## config.mk

```make
export PLATFORM = sky130hd
export DESIGN_NAME = serial_adder
export DESIGN_NICKNAME = d
export VERILOG_FILES = /design/src/rtl/serial_adder_pkg.sv /design/src/rtl/full_adder_cell.sv /design/src/rtl/serial_adder.sv
export SDC_FILE = /design/constraint.sdc
export NUM_CORES = 1
export LEC_CHECK = 0
export BUFFER_PORTS_ARGS = -buffer_cell sky130_fd_sc_hd__buf_2
export CORE_ASPECT_RATIO = 1.5
export CORE_UTILIZATION = 29
export DETAILED_ROUTE_END_ITERATION = 16
export PLACE_DENSITY_LB_ADDON = 0.1
export SYNTH_ARGS = -nofsm -noshare
export SYNTH_HDL_FRONTEND = slang
export SYNTH_SLANG_ARGS = --single-unit
```

## constraint.sdc

```tcl
create_clock -name Clk -period 3.9 [get_ports Clk]
set_clock_uncertainty 0.05 [all_clocks]
set_input_delay 0.585 -clock Clk [delete_from_list [all_inputs] [get_ports Clk]]
set_output_delay 0.585 -clock Clk [all_outputs]
set_load 0.01 [all_outputs]
```

## src/rtl/serial_adder_pkg.sv

```systemverilog
// serial_adder_pkg
//   Shared types and constants for the bit-serial adder.
//   - state_e       : control FSM states (IDLE waits for Start, RUN adds one bit per clock)
//   - DEFAULT_WIDTH : default operand/sum width in bits
package serial_adder_pkg;

    typedef enum logic {
        IDLE = 1'b0,
        RUN  = 1'b1
    } state_e;

    localparam int unsigned DEFAULT_WIDTH = 8;

endpackage : serial_adder_pkg

```

## src/rtl/full_adder_cell.sv

```systemverilog
// full_adder_cell
//   Single-bit combinational full adder; the only arithmetic element of the
//   bit-serial adder.
//   Ports:
//     A, B  in  1  addend bits
//     Cin   in  1  carry in
//     S     out 1  sum bit        = A ^ B ^ Cin
//     Cout  out 1  carry out      = A&B | Cin&(A^B)
module full_adder_cell (
    input  logic A,
    input  logic B,
    input  logic Cin,
    output logic S,
    output logic Cout
);

    logic p;

    assign p    = A ^ B;
    assign S    = p ^ Cin;
    assign Cout = (A & B) | (Cin & p);

endmodule : full_adder_cell

```

## src/rtl/serial_adder.sv

```systemverilog
// serial_adder
//   Bit-serial WIDTH-bit adder. On an accepted Start the operands and carry-in
//   are latched into shift registers; one bit pair is added per clock, LSB
//   first, through a single full-adder cell with a registered carry. After
//   WIDTH clocks the collected sum and final carry are loaded into the output
//   registers together with a one-cycle Done pulse.
//   Ports:
//     Clk    in   1      rising-edge clock
//     Rst_n  in   1      asynchronous active-low reset
//     Start  in   1      begin an addition (sampled only in IDLE)
//     A, B   in   WIDTH  operands (sampled on the accepted Start edge)
//     Cin    in   1      carry-in (sampled on the accepted Start edge)
//     Busy   out  1      addition in progress
//     Done   out  1      one-cycle pulse: S/Cout just updated
//     S      out  WIDTH  registered sum of the last completed addition
//     Cout   out  1      registered carry-out of the last completed addition
module serial_adder
    import serial_adder_pkg::*;
#(
    parameter int unsigned WIDTH = DEFAULT_WIDTH
) (
    input  logic             Clk,
    input  logic             Rst_n,
    input  logic             Start,
    input  logic [WIDTH-1:0] A,
    input  logic [WIDTH-1:0] B,
    input  logic             Cin,
    output logic             Busy,
    output logic             Done,
    output logic [WIDTH-1:0] S,
    output logic             Cout
);

    localparam int unsigned     CW   = $clog2(WIDTH);
    localparam logic [CW-1:0]   LAST = CW'(WIDTH - 1);

    state_e           state_q,  state_d;
    logic [WIDTH-1:0] a_sh_q,   a_sh_d;
    logic [WIDTH-1:0] b_sh_q,   b_sh_d;
    logic [WIDTH-1:0] sum_sh_q, sum_sh_d;
    logic             carry_q,  carry_d;
    logic [CW-1:0]    count_q,  count_d;
    logic [WIDTH-1:0] s_q,      s_d;
    logic             cout_q,   cout_d;
    logic             done_q,   done_d;

    logic             fa_s;
    logic             fa_c;

    full_adder_cell u_fa (
        .A    (a_sh_q[0]),
        .B    (b_sh_q[0]),
        .Cin  (carry_q),
        .S    (fa_s),
        .Cout (fa_c)
    );

    always_comb begin
        state_d  = state_q;
        a_sh_d   = a_sh_q;
        b_sh_d   = b_sh_q;
        sum_sh_d = sum_sh_q;
        carry_d  = carry_q;
        count_d  = count_q;
        s_d      = s_q;
        cout_d   = cout_q;
        done_d   = 1'b0;

        case (state_q)
            IDLE: begin
                if (Start) begin
                    a_sh_d   = A;
                    b_sh_d   = B;
                    sum_sh_d = '0;
                    carry_d  = Cin;
                    count_d  = '0;
                    state_d  = RUN;
                end
            end
            RUN: begin
                a_sh_d   = {1'b0, a_sh_q[WIDTH-1:1]};
                b_sh_d   = {1'b0, b_sh_q[WIDTH-1:1]};
                // New sum bit enters at the MSB so that after WIDTH shifts
                // the first (LSB) sum bit has arrived at bit 0.
                sum_sh_d = {fa_s, sum_sh_q[WIDTH-1:1]};
                carry_d  = fa_c;
                count_d  = count_q + 1'b1;
                if (count_q == LAST) begin
                    // Output registers take the shifted value including this
                    // edge's sum bit; S never exposes partial results.
                    s_d     = sum_sh_d;
                    cout_d  = fa_c;
                    done_d  = 1'b1;
                    count_d = '0;
                    state_d = IDLE;
                end
            end
            default: state_d = IDLE;
        endcase
    end

    always_ff @(posedge Clk or negedge Rst_n) begin
        if (!Rst_n) begin
            state_q  <= IDLE;
            a_sh_q   <= '0;
            b_sh_q   <= '0;
            sum_sh_q <= '0;
            carry_q  <= 1'b0;
            count_q  <= '0;
            s_q      <= '0;
            cout_q   <= 1'b0;
            done_q   <= 1'b0;
        end else begin
            state_q  <= state_d;
            a_sh_q   <= a_sh_d;
            b_sh_q   <= b_sh_d;
            sum_sh_q <= sum_sh_d;
            carry_q  <= carry_d;
            count_q  <= count_d;
            s_q      <= s_d;
            cout_q   <= cout_d;
            done_q   <= done_d;
        end
    end

    // Busy decodes the state register directly, so it is still a registered
    // output with no path from any input.
    assign Busy = (state_q == RUN);
    assign Done = done_q;
    assign S    = s_q;
    assign Cout = cout_q;

endmodule : serial_adder

```

==> Word-level counts from Yosys, hierarchy flattened <==
Index checks and enable logic that the tools add are counted.
{ "totals": {"out_inout_bits": 11, "ff_bits": 39, "wordCells": 35, "in_bits": 20} }
{ "classes": {"muxes": 16, "n_reduce_logical": 1, "bitwise_logic": 6, "n_eq_ne": 2, "n_addsub": 1} }
{ "op_table": {"columns": ["operator", "n"], "rows": [
  ["$pmux W8 S2", 3],
  ["$mux W8", 3],
  ["$mux W3", 2],
  ["$pmux W3 S2", 1],
  ["$mux W1", 5],
  ["$pmux W1 S2", 2],
  ["$add A3 B1 Y3 const B", 1],
  ["$eq A3 B3 Y1 const B", 1],
  ["$and A1 B1 Y1", 2],
  ["$ne A2 B2 Y1 const B", 1],
  ["$reduce_and A2 Y1", 1],
  ["$xor A1 B1 Y1", 2],
  ["$not A1 Y1", 1],
  ["$or A1 B1 Y1", 1]
]} }

==> Longest topological paths before layout <==
{ "logic_depth": {"word_depth": 4, "ltp_mapped": 4, "ltp_nobuf": 4} }

==> Hierarchy <==
Synthesis repeated with hierarchy kept, for this count alone.
{ "unflattened": {"hier_cells": 136, "area_unflattened_um2": 1629.1} }
{ "modules_own_cells": {"columns": ["module", "cells_each", "instances", "area_per_inst_um2", "seq_area_each_um2"], "rows": [
  ["serial_adder", 135, 1, 1609.0, 950.9],
  ["full_adder_cell", 1, 1, 20.0, 0.0]
]} }

==> Worst setup path after synthesis <==
OpenSTA, ideal clock, no wires.
{ "synth_timing": {"kind": "register -> register", "from": "reg count_q[0]", "to": "reg cout_q (netlist: Cout)", "setup_time_ns": 0.125, "path_slack_ns": 2.468, "stages_incl_launch_ff": 5, "arrival_time_ns": 1.258, "required_time_ns": 3.725, "path_buffers": 0, "period_less_slack_ns": 1.432, "cell_sequence": "dfrtp_1 -> ha_1 -> ha_1 -> nand2_2 -> mux2_2"} }
{ "synth_via": {"elab_chain_len": 2} }
{ "synth_rtl": {"columns": ["element", "line_no", "text"], "rows": [
  ["start, declared", "serial_adder.sv:42", "logic [CW-1:0] count_q, count_d;"],
  ["start signal, assigned", "serial_adder.sv:119", "count_q <= count_d;"],
  ["$eq A3 B3 Y1", "serial_adder.sv:88", "if (count_q == LAST) begin"],
  ["$reduce_and A2 Y1 (no line)", null, null],
  ["end signal, assigned", "serial_adder.sv:121", "cout_q <= cout_d;"],
  ["end, declared", "serial_adder.sv:44", "logic cout_q, cout_d;"]
]} }
Every way passes these cells.
A chain may end at the register's enable or synchronous reset.

==> Worst setup path in the final report <==
{ "layout_timing": {"from": "reg state_q (netlist: Busy)", "to": "out Busy"} }
{ "layout_lines": {"columns": ["element", "line_no", "text"], "rows": [
  ["start, declared", "serial_adder.sv:37", "state_e state_q, state_d;"],
  ["start signal, assigned", "serial_adder.sv:114", "state_q <= state_d;"],
  ["end, declared", "serial_adder.sv:28", "output logic Busy,"]
]} }
No word-level cell between the ends.

==> flow_summary.toml <==
[status]
status = "complete, no violations"

[setup_path]
r2r_end = "S[3]"
critPathCaptureType = "output pin"
worst_setup_path_start_kind = "register"
cp_num_buf_inv = 2
r2r_cells = 4
critical-path-top-delay-family = "buffers and inverters"
r2r_setup_slack_ns = 2.37
arrival_ns = 1.20
crit_slowest_cell = "buf_4"
r2r_start = "count_q[0]"
crit_path_cell_trace = "buf_4 > buf_2"
worst-setup-path-type = "reg -> out"
cp.required_ns = 3.26
cp_max_fo = 51
critPathMaxStageDelay_ns = 0.38

[final_layout]
drive_above_1_share_pct = 30.7
area_growth_pct = 20.0
antenna_cells = 0
fin_nets = 185

[timing]
tns_ns = 0
drv_slew = 0
finalHoldViolations = 0
min_period_ns = 1.84
hold_slack_ns = 0.355
worst_slack_ns = 2.06
max_freq_mhz = 544
rsz0062_at_grt = "no"
setup_viol = 0
worstMarginPinSlew_ns = 0.862
post-route-period-util_pct = 47.2
relSlewSlack_pct = 42.5

[clocking]
path_clk_slew_ns = 0.07
cts_max_level = 2
cts_resized = 0
clk_path_buf_depth = 2
cts_tree = "done"
insertion_delay_ns = 0.29
root_buffer = "clkbuf_8"
cts_sinks = 38
hold_buffers = 0
postCtsSetupBuffers = 0
cts_buffers = 5

[route]
via_per_inst = 4.60
drc = 0
ant_nets = 0
vias = 1062
wire_per_inst_um = 12.4
first_pass_iters = 4
drt-total-wl_mm = 2.86
drt_iter0_markers = 35

[synthesis]
synth_commonest_cells = "dfrtp_1, o21ai_0, nand2_1"
synth-edff-count = 0
yosysTopAreaCell = "dfrtp_1"
yosys_warnings = 0
syn_inst = 132
ys_types = 18
synthMostInstantiatedCell = "dfrtp_1"
synth_area_leaders = "dfrtp_1, mux2i_1, mux2_2, o21ai_0, nand2_1"
synth_top_area_share_pct = 59.0
ys_async_sr_fraction_pct = 100
syn_avg_cell_area_um2 = 12.2
synth-seq-cells = 38
synth_nets = 155
netlist_area_um2 = 1610
ys_seq_area_share_pct = 59.0
ys.flop_type = "dfrtp_1"

[power_and_ir_drop]
irDropWorstVdd_mv = 0.250
p_per_area_nw_per_um2 = 756
p_leak_nw = 0.953

[die]
die_area_um2 = 5870
rows = 32
die_h_um = 93.3
coreArea_um2 = 5250
initial_core_util_pct = 30.7
ios = 31
die_x_um = 62.9

[placement]
pre_cts_slack_ns = 2.28
hpwl_mm = 1.95
place_congestion = 0.695
portBuffers = 30

[global_routing]
grt_pass1_vias = 1057
grt_max_degree = 52
grtUsageTotal_pct = 10.9
grt-ovfl-total = 0
antenna_found_initial = 0
grt_pass1_wl_mm = 4.84

[job]
cap_violations = 0

[worst_hold_path]
hold_path.class = "in -> async"
[kinds of logic after synthesis]
kind of cell | share of synthesized area [%]
and+or+nand+nor | 8.00
muxes | 16.8
AOI/OAI and AO/OA | 9.32
buffers and inverters | 4.04
DFF | 59.0
adders and majority gates | 2.79
[stage by stage]
step	instances	total power [W]	utilization, %	instance area, um^2
6_report	231	0.00146	36.9	1930
4_1_cts	231	0.00150	36.9	1930
2_1_floorplan	132	0.000950	-	1610
3_5_place_dp	223	0.00109	34.3	1800
5_1_grt	231	0.00158	36.9	1930
3_3_place_gp	223	0.00107	34.3	1800
[metal layers]
layer  GRT usage (%)  part of all wire (%)  vias to the layer above
li1                -                     -                      511
met1            11.9                    42                      520
met2            18.8                    51                       25
met3            2.93                   4.6                        6
met4            5.81                   2.2                        0
met5               0                     0                        -
[flip-flops by register name, indices dropped and copies added (netlist names)]
name,count
S,8
a_sh_q,8
b_sh_q,8
sum_sh_q,7
count_q,3
Busy,1
Cout,1
Done,1
carry_q,1
[worst max path at each step]
stage | slack (ns) | from | cells after the start | to
2_1_floorplan | 2.47 | count_q[0] | 4 | Cout
3_3_place_gp | 2.29 | Start | 3 | b_sh_q[3]
3_5_place_dp | 2.28 | Start | 3 | b_sh_q[3]
4_1_cts | 2.02 | Busy | 2 | Busy
5_1_grt | 1.97 | Busy | 2 | Busy
6_report | 2.06 | Busy | 2 | Busy
[layout by cell type, fill, tap and decap left out]
| cell | count |
|---|---|
| nand2_1 | 19 |
| o21ai_0 | 20 |
| clkinv_4 | 1 |
| nor2_1 | 2 |
| dfrtp_1 | 38 |
| nand2_2 | 1 |
| a22o_1 | 5 |
| ha_1 | 2 |
| bufinv_16 | 2 |
| clkbuf_8 | 5 |
| o22ai_1 | 1 |
| fa_1 | 1 |
| buf_4 | 1 |
| mux2i_1 | 17 |
| inv_1 | 2 |
| buf_2 | 30 |
| nand2b_1 | 6 |
| mux2_2 | 9 |
| nor2_2 | 1 |
[worst register-to-register path, cell delays in order (launching register included)]
cell     delay, ns
dfrtp_1       0.40
ha_1          0.20
ha_1          0.20
nand2_2       0.21
mux2_2        0.37
[power by group]
| group | total (W) | switching, W | internal (W) | leakage (nW) |
|---|---|---|---|---|
| registers | 0.000658 | 0.0000966 | 0.000561 | 0.485 |
| clock network | 0.000397 | 0.000141 | 0.000256 | 0.0683 |
| logic | 0.000408 | 0.000205 | 0.000203 | 0.400 |
[area by class of cell]
class	count	area [um^2]
clock buffer	5	68.8
multi-input combinational	84	596
timing repair buffer	31	158
fill	546	3310
sequential	38	951
tap	68	85.1
clock inverter	3	68.8
inverter	2	7.51
Note: power is estimated with default switching activity, not from simulation.
